**config.mk**
```make
export PLATFORM = sky130hd
export DESIGN_NAME = sample_hit_buffer
export DESIGN_NICKNAME = d
export VERILOG_FILES = /design/src/rtl/sample_hit_buffer_pkg.sv /design/src/rtl/frag_fifo.sv /design/src/rtl/sample_hit_buffer.sv
export SDC_FILE = /design/constraint.sdc
export NUM_CORES = 2
export LEC_CHECK = 0
export BUFFER_PORTS_ARGS = -buffer_cell sky130_fd_sc_hd__buf_2
export CORE_UTILIZATION = 45
export CTS_CLUSTER_SIZE = 30
export DETAILED_ROUTE_END_ITERATION = 8
export SYNTH_ARGS = -nofsm -noshare
export SYNTH_HDL_FRONTEND = slang
export SYNTH_SLANG_ARGS = --single-unit
```
**constraint.sdc**
```tcl
create_clock -name clk -period 33.6 [get_ports clk]
set_input_delay 6.72 -clock clk [delete_from_list [all_inputs] [get_ports clk]]
set_output_delay 6.72 -clock clk [all_outputs]
set_load 0.05 [all_outputs]
```
**src/rtl/sample_hit_buffer_pkg.sv**
```systemverilog
// Rasteriser parameters shared by the sample-hit buffer and its FIFO.
// A fragment is stored in the buffer as one frag_t word.
package sample_hit_buffer_pkg;
    localparam int SIGFIG     = 24;
    localparam int RADIX      = 10;
    localparam int COLORS     = 3;
    localparam int FRAG_DEPTH = 8;
    localparam int PIPES_HASH = 2;
    localparam int PIPES_SAMP = 2;
    localparam int SLACK      = PIPES_HASH + PIPES_SAMP;

    typedef struct packed {
        logic [SIGFIG-1:0]             x;
        logic [SIGFIG-1:0]             y;
        logic [SIGFIG-1:0]             z;
        logic [COLORS-1:0][SIGFIG-1:0] color;
    } frag_t;
endpackage

```
**src/rtl/frag_fifo.sv**
```systemverilog
// First-word-fall-through FIFO. The head entry is held in a register so the
// downstream sees registered data and a registered non-empty flag.
module frag_fifo
    import sample_hit_buffer_pkg::*;
#(
    parameter int  DEPTH = FRAG_DEPTH,
    parameter type T     = frag_t,
    localparam int AW    = $clog2(DEPTH),
    localparam int CW    = AW + 1
) (
    input  logic          clk,
    input  logic          rst,
    input  logic          wr,
    input  logic          rd,
    input  T              din,
    output T              head,
    output logic          not_empty,
    output logic [CW-1:0] count,
    output logic [CW-1:0] count_next
);
    logic [AW-1:0] wr_ptr;
    logic [AW-1:0] rd_ptr;
    logic [AW-1:0] rd_ptr_nx;
    logic [CW-1:0] count_after_rd;
    T              mem [DEPTH];

    assign count_next     = count + CW'(wr) - CW'(rd);
    assign count_after_rd = count - CW'(rd);
    assign rd_ptr_nx      = rd_ptr + AW'(1);

    always_ff @(posedge clk) begin
        if (wr) mem[wr_ptr] <= din;
    end

    always_ff @(posedge clk or negedge rst) begin
        if (!rst) begin
            wr_ptr    <= '0;
            rd_ptr    <= '0;
            count     <= '0;
            not_empty <= 1'b0;
            head      <= '0;
        end else begin
            if (wr) wr_ptr <= wr_ptr + AW'(1);
            if (rd) rd_ptr <= rd_ptr_nx;
            count     <= count_next;
            not_empty <= (count_next != '0);
            // An entry written into an otherwise-empty FIFO goes straight to
            // the head; after a read the head reloads from the next slot,
            // which a same-cycle write never targets.
            if (wr && count_after_rd == '0)
                head <= din;
            else if (rd)
                head <= mem[rd_ptr_nx];
        end
    end
endmodule

```
**src/rtl/sample_hit_buffer.sv**
```systemverilog
// Buffers hit fragments from the sample pipeline and drains them to the
// z/frame-buffer writer; halts upstream early enough to absorb in-flight hits.
module sample_hit_buffer
    import sample_hit_buffer_pkg::*;
#(
    parameter int  DEPTH = FRAG_DEPTH,
    parameter int  SLK   = SLACK,
    localparam int CW    = $clog2(DEPTH) + 1
) (
    input  logic                     clk,
    input  logic                     rst,
    input  logic                     hit_valid_in,
    input  logic [SIGFIG-1:0]        hit_x_in,
    input  logic [SIGFIG-1:0]        hit_y_in,
    input  logic [SIGFIG-1:0]        hit_z_in,
    input  logic [COLORS*SIGFIG-1:0] hit_color_in,
    output logic                     halt_L,
    output logic                     frag_valid,
    input  logic                     frag_ready,
    output logic [SIGFIG-1:0]        frag_x,
    output logic [SIGFIG-1:0]        frag_y,
    output logic [SIGFIG-1:0]        frag_z,
    output logic [COLORS*SIGFIG-1:0] frag_color,
    output logic [CW-1:0]            occupancy,
    output logic                     overflow_err
);
    frag_t         din;
    frag_t         head;
    logic          rd;
    logic          wr;
    logic          full;
    logic [CW-1:0] count_next;

    assign din  = {hit_x_in, hit_y_in, hit_z_in, hit_color_in};
    assign full = (occupancy == CW'(DEPTH));
    assign rd   = frag_valid & frag_ready;
    assign wr   = hit_valid_in & (~full | rd);

    frag_fifo #(.DEPTH(DEPTH), .T(frag_t)) u_fifo (
        .clk       (clk),
        .rst       (rst),
        .wr        (wr),
        .rd        (rd),
        .din       (din),
        .head      (head),
        .not_empty (frag_valid),
        .count     (occupancy),
        .count_next(count_next)
    );

    assign frag_x     = head.x;
    assign frag_y     = head.y;
    assign frag_z     = head.z;
    assign frag_color = head.color;

    always_ff @(posedge clk or negedge rst) begin
        if (!rst) begin
            halt_L       <= 1'b1;
            overflow_err <= 1'b0;
        end else begin
            halt_L <= (count_next < CW'(DEPTH - SLK));
            if (hit_valid_in && full && !rd) overflow_err <= 1'b1;
        end
    end
endmodule

```
* Yosys cells after proc, flatten, opt, wreduce, memory -nomap -nowiden
Memory sizes are Yosys's and may differ from the RTL's.
Cells that the tools add are included.
** Cells by class
- $add $sub $neg :: 5
- $mul :: 0
- Divide/modulo/power cells :: 0
- $lt $le $gt $ge :: 1
- Equality and inequality tests :: 1
- Shift-type cells :: 0
- Multiplexer cells :: 4
- Bitwise gates (word level) :: 4
- Reduce and logical (&&, ||, !) cells :: 7
** Operator list (number)
- 144-bit two-way mux :: 2
- 4-bit by 1-bit subtractor with 4-bit output :: 2
- 3-bit by 1-bit adder with 3-bit output, second input constant :: 2
- 4-bit by 1-bit adder with 4-bit output :: 1
- 4-bit == test, second input constant :: 1
- 4-bit logical NOT :: 1
- 4-bit by 3-bit less-than comparator with 1-bit output, second input constant :: 1
- 4-bit nonzero test :: 1
- 1-bit logical AND :: 3
- 1-bit bitwise AND :: 2
- 1-bit two-way mux :: 2
- 2-bit nonzero test :: 1
- 1-bit logical NOT :: 1
- 1-bit inverter :: 1
- 1-bit bitwise OR :: 1
** Word-level totals
- Flip-flop bits (word level) :: 157
- Latch bits :: 0
- RAM bits :: 1152
- Bits in read-only memories :: 0
- Input port bits :: 148
- Output and inout port bits :: 151
- Logic and storage cells :: 35
- Memories kept :: 1
** Memories
- u_fifo.mem :: depth 8, width 144, rd ports 1, clocked after memory_dff 0, write ports 1, line frag_fifo.sv:25 : T mem [DEPTH];

* Longest topological paths before layout
- Depth in word-level cells :: 7
- Depth in mapped cells :: 12

* Cells and area by module
From an unflattened synthesis, not the netlist that was laid out.
** Unflattened totals
- Cell total of the unflattened synthesis :: 3414
- Area total of the unflattened synthesis :: 53276.1 sq um
** Modules (own cells, without submodules)
- frag_fifo :: times used 1, cells an instance 3406, area an instance 53182.3 sq um, seq. area each 38471.9 sq um
- sample_hit_buffer :: times used 1, cells an instance 8, area an instance 93.8 sq um, seq. area each 51.3 sq um

* Least setup slack after synthesis
No wires, ideal clock.
- Path kind :: input to register
- From :: in frag_ready
- To :: mem u_fifo.mem[2][0] (netlist name), enable pin
- Library setup time :: 1.051 ns
- Arrival :: 21.862 ns
- Slack :: 10.687 ns
- Stages :: 4
- Buffers on the path :: 1
- Path through :: nand2_1 > a31o_1 > buf_2 > nor4b_1
** On the way
- Cells in the longest elaborated chain, start to end :: 5
** RTL lines
- start: declaration :: line sample_hit_buffer.sv:19 : input logic frag_ready,
- 1-bit bitwise AND :: line sample_hit_buffer.sv:36 : assign rd = frag_valid & frag_ready;
- 1-bit bitwise OR :: line sample_hit_buffer.sv:37 : assign wr = hit_valid_in & (~full | rd);
- 1-bit bitwise AND :: line sample_hit_buffer.sv:37
- 1-bit two-way mux :: line frag_fifo.sv:32 : if (wr) mem[wr_ptr] <= din;
- 1-bit two-way mux (implied by the code) :: line frag_fifo.sv:32
- end: declaration :: line frag_fifo.sv:25
No other way between the ends.

* Final worst setup path
- From :: in frag_ready
- To :: reg, netlist name u_fifo.head[102]
** On the way
- Cells in the longest elaborated chain, start to end :: 5
** RTL lines
- 1-bit bitwise AND (*) :: line sample_hit_buffer.sv:36
- 4-bit by 1-bit subtractor with 4-bit output / 1-bit bitwise OR (equally long branches) :: line frag_fifo.sv:28, sample_hit_buffer.sv:37
- 4-bit logical NOT / 1-bit bitwise AND (equally long branches) :: line frag_fifo.sv:50, sample_hit_buffer.sv:37
- 1-bit logical AND :: line frag_fifo.sv:50 : if (wr && count_after_rd == '0)
- 144-bit two-way mux / 2-bit nonzero test (equally long branches)
Mark *: on every way between the ends. The rest lies on a longest branch, timed or not.
A chain may end at the register's enable or synchronous reset.

==> summary.md <==
| Metric | Value |
|---|---|
| Max Freq | roughly 0.085 GHz |
| Top Family by Delay on Critical Path | buffers and inverters |
| Ratio of cells with drive above 1 in the final layout | 0.162 |
| Synth unique cells | 31 |
| Hold_sp | overflow_err |
| Final Net Count | 3444 |
| PortBufs | roughly 300 |
| Flops & latches, synth | 1309 |
| Setup slack after layout | about 22000 ps |
| Post-Route WL | 121000 um |
| Ys async rst share | 0.120 |
| Syn. warnings | 0 |
| Die area | approximately 110000 sq um |
| Fin crit period | 11740 ps |
| Grt peak-use layer | met2 |
| CTS Buffer Depth | 3 |
| Vias in the first global route | roughly 28000 |
| Post-Synthesis Cell Area | roughly 50000 sq um |
| Tot GR Track Use | 0.213 |
| Status | finished, final reports clean |
| Syn Nets | ~3200 |
| Setup TNS | 0 ps |
| Hold depth | 1 |
| Worst slew pin tran | 1220 ps |
| CTS H-tree lvls | 4 |
| Clock Latency Late Sink | 740 ps |
| Largest net degree at the start of global routing | 149 |
| Die Y | between 300 and 400 um |
| Post-DR vias/cell | 5.65 |
| Filler instances | 8976 |
| Max-cap viol count | 0 |
| Hold Path End | overflow_err |
| Most used flip-flop cell after synthesis | edfxtp_1 |
| Syn_area_per_cell | approximately 17 sq um |
| Max Slew Vio Count | 0 |
| Data required, critical path | 34150 ps |
| Slowest cell on crit path | buf_4 |
| Met3 Resource Use GR | 0.0506 |
| P_leak | 21.1 nW |
| Wire per inst | around 25 um |
| Max-Slew Margin vs Limit | 0.185 |
| Flop2flop setup slack | about 28000 ps |
| CTS tree | yes |
| DRC Markers | 0 |
| Critical Path End Type | register |
| Crit path kind | primary input to register |
| Area growth, synth to finish | 14.2% |
| DIE WIDTH | about 340 um |
| Worst EP arrival | 12280 ps |
| Antenna violations before repair | 23 |
| Final GP Congestion | 0.777 |
| Post-DP HPWL | 63000 um |
| Launching point of the worst reg2reg path | u_fifo.not_empty |
| Fin crit share | 0.349 |
| PwrDens | 103 nW/um^2 |
| Root buffer cell | clkbuf_16 |
| Most common cell on crit path | buf_4 |
| Final ANT Viol Nets | 0 |
| WP buf/inv | 6 |
| Worst-path fanout max | 104 |
| R2r endpoint | u_fifo.head[102] |
| Final Hold Vio Count | 0 |
| # IOs | 299 |
| Critical-path cell list | buf_2 > nand2_4 > buf_4 > buf_4 > inv_6 > ha_1 > a31oi_1 > or4b_4 > buf_4 > buf_4 > a31oi_1 |
| Met1 Use GR | 0.290 |
| Total CTS buffers | ~130 |
| Hold crit path type | register to register |
| Initial DRT Pass Iterations | 5 |
| Clk slew on worst S/H paths | 60 ps |
| Met2 GRT Util | 0.339 |
| Resized cells post-CTS | 0 |
| Setup Buffers After CTS | 0 |
| Peak supply drop | about 0.15 mV |
| Worst r2r path cells | 10 |
| Startpoint Class | primary input |
| Setup Viol. Count Final | 0 |
| DR iter-0 viols | 2277 |
| Critical path depth in cells | 11 |
| Post-synth EDFFs | ~1200 |
| Clk_skew | 30.9 ps |
| Via count | roughly 28000 |
| Rows | 122 |
| Sequential share of the synthesized area | 0.763 |
| Placeable Area | 111000 sq um |
| Unrepaired setup endpoints after global routing | false |
| First-pass GRT wire length | 179000 um |
| Clock sinks | 1309 |
| Max incr delay on CP | 1000 ps |
| Pre-CTS setup slack | around 21000 ps |
| Initial Util | 0.455 |
| Mapped Cells | 3004 |
| Hold Buf Count CTS | 0 |
| Grt ovf | 0 |
## layer usage
| layer | vias to the layer above | part of all wire | wire [um] |
|---|---|---|---|
| met1 | 14200 | 0.44 | 53100 |
| li1 | 12400 | - | - |
| met5 | - | 0.0013 | 157 |
| met4 | 26 | 0.022 | 2680 |
| met2 | 838 | 0.47 | 56800 |
| met3 | 198 | 0.068 | 8230 |
## cells in the mapped netlist (3+ instances only)
cell type	n	area (sq um)
ha_1	8	100
buf_2	61	305
nor2_1	151	567
nand2_1	156	586
buf_1	9	33.8
edfxtp_1	1152	34600
xnor2_1	7	61.3
mux2i_1	576	5770
buf_4	3	22.5
inv_1	8	30.0
nand3_1	144	721
dfrtp_1	156	3900
nor3_1	3	15.0
a22oi_1	288	2160
buf_6	15	169
a31oi_1	145	907
clkbuf_1	104	390
## registers in the layout, summed over array words and instances (netlist names)
register	flops
u_fifo.mem	1152
u_fifo.head	144
u_fifo.count	4
u_fifo.rd_ptr	3
u_fifo.wr_ptr	3
halt_L	1
overflow_err	1
u_fifo.not_empty	1
## placed cells by master (no fill, tap or decap), types with 8 or more instances in the layout
cell type / netlist / routed
mux2i_1: 576 / 576
nand3_1: 144 / 144
dfrtp_1: 156 / 156
buf_2: 61 / 297
clkbuf_16: 0 / 137
nand2_1: 156 / 155
edfxtp_1: 1152 / 1152
nor2_1: 151 / 148
inv_1: 8 / 8
a22oi_1: 288 / 288
a31oi_1: 145 / 145
clkbuf_8: 0 / 16
clkinv_1: 1 / 20
clkinv_2: 0 / 21
buf_4: 3 / 36
clkbuf_1: 104 / 34
## report_power, final
part           internal (mW)  switching (mW)  total, mW
clock                  0.825           0.597       1.42
sequential              2.09           0.127       2.22
combinational          0.795            1.53       2.33
## metrics by stage
step / std cells / utilization / power [mW] / area, sq um / hold slack [ps]
after detailed placement: 4640 / 0.481 / 4.60 / 53400 / 452
final: 4893 / 0.520 / 5.97 / 57700 / 475
after global routing: 4891 / 0.520 / 6.26 / 57700 / 533
after CTS: 4886 / 0.520 / 6.03 / 57700 / 472
after floorplan: 3004 / - / 4.03 / 50500 / 450
after global placement: 4640 / 0.481 / 4.55 / 53400 / 466
## logic make-up (layout without fill, tap and decap cells)
kind of cell               Yosys count  in the layout  share of synthesized area
AOI/OAI and AO/OA                  437            437                     0.0613
xor gates and xnor gates             9              9                    0.00156
adders and majority gates            9              9                    0.00238
buffers and inverters              201            595                     0.0189
DFF                               1309           1309                      0.763
muxes                              576            576                      0.114
other                                0              7                          0
and+or+nand+nor                    463            463                     0.0388
## final cells by class
| class | count | area, sq um | area share |
|---|---|---|---|
| inverters | 9 | 38.8 | 0.000672 |
| diodes | 7 | 17.5 | 0.000304 |
| flip-flops and latches | 1309 | 38500 | 0.668 |
| clock inverters | 59 | 470 | 0.00816 |
| repair buffers | 340 | 1890 | 0.0327 |
| clock buffers | 187 | 3780 | 0.0655 |
| multi-input cells | 1494 | 11100 | 0.193 |
| well taps | 1488 | 1860 | 0.0323 |
## worst max-delay path by stage
stage / to / from / slack [ps]
after floorplan: u_fifo.mem[2][0] / frag_ready / 10690
after global routing: u_fifo.head[126] / frag_ready / 21530
after detailed placement: u_fifo.head[80] / frag_ready / 21170
final: u_fifo.head[102] / frag_ready / 21860
after CTS: u_fifo.head[76] / frag_ready / 21940
after global placement: u_fifo.head[127] / frag_ready / 21300
Note: power is estimated with default switching activity, not from simulation.
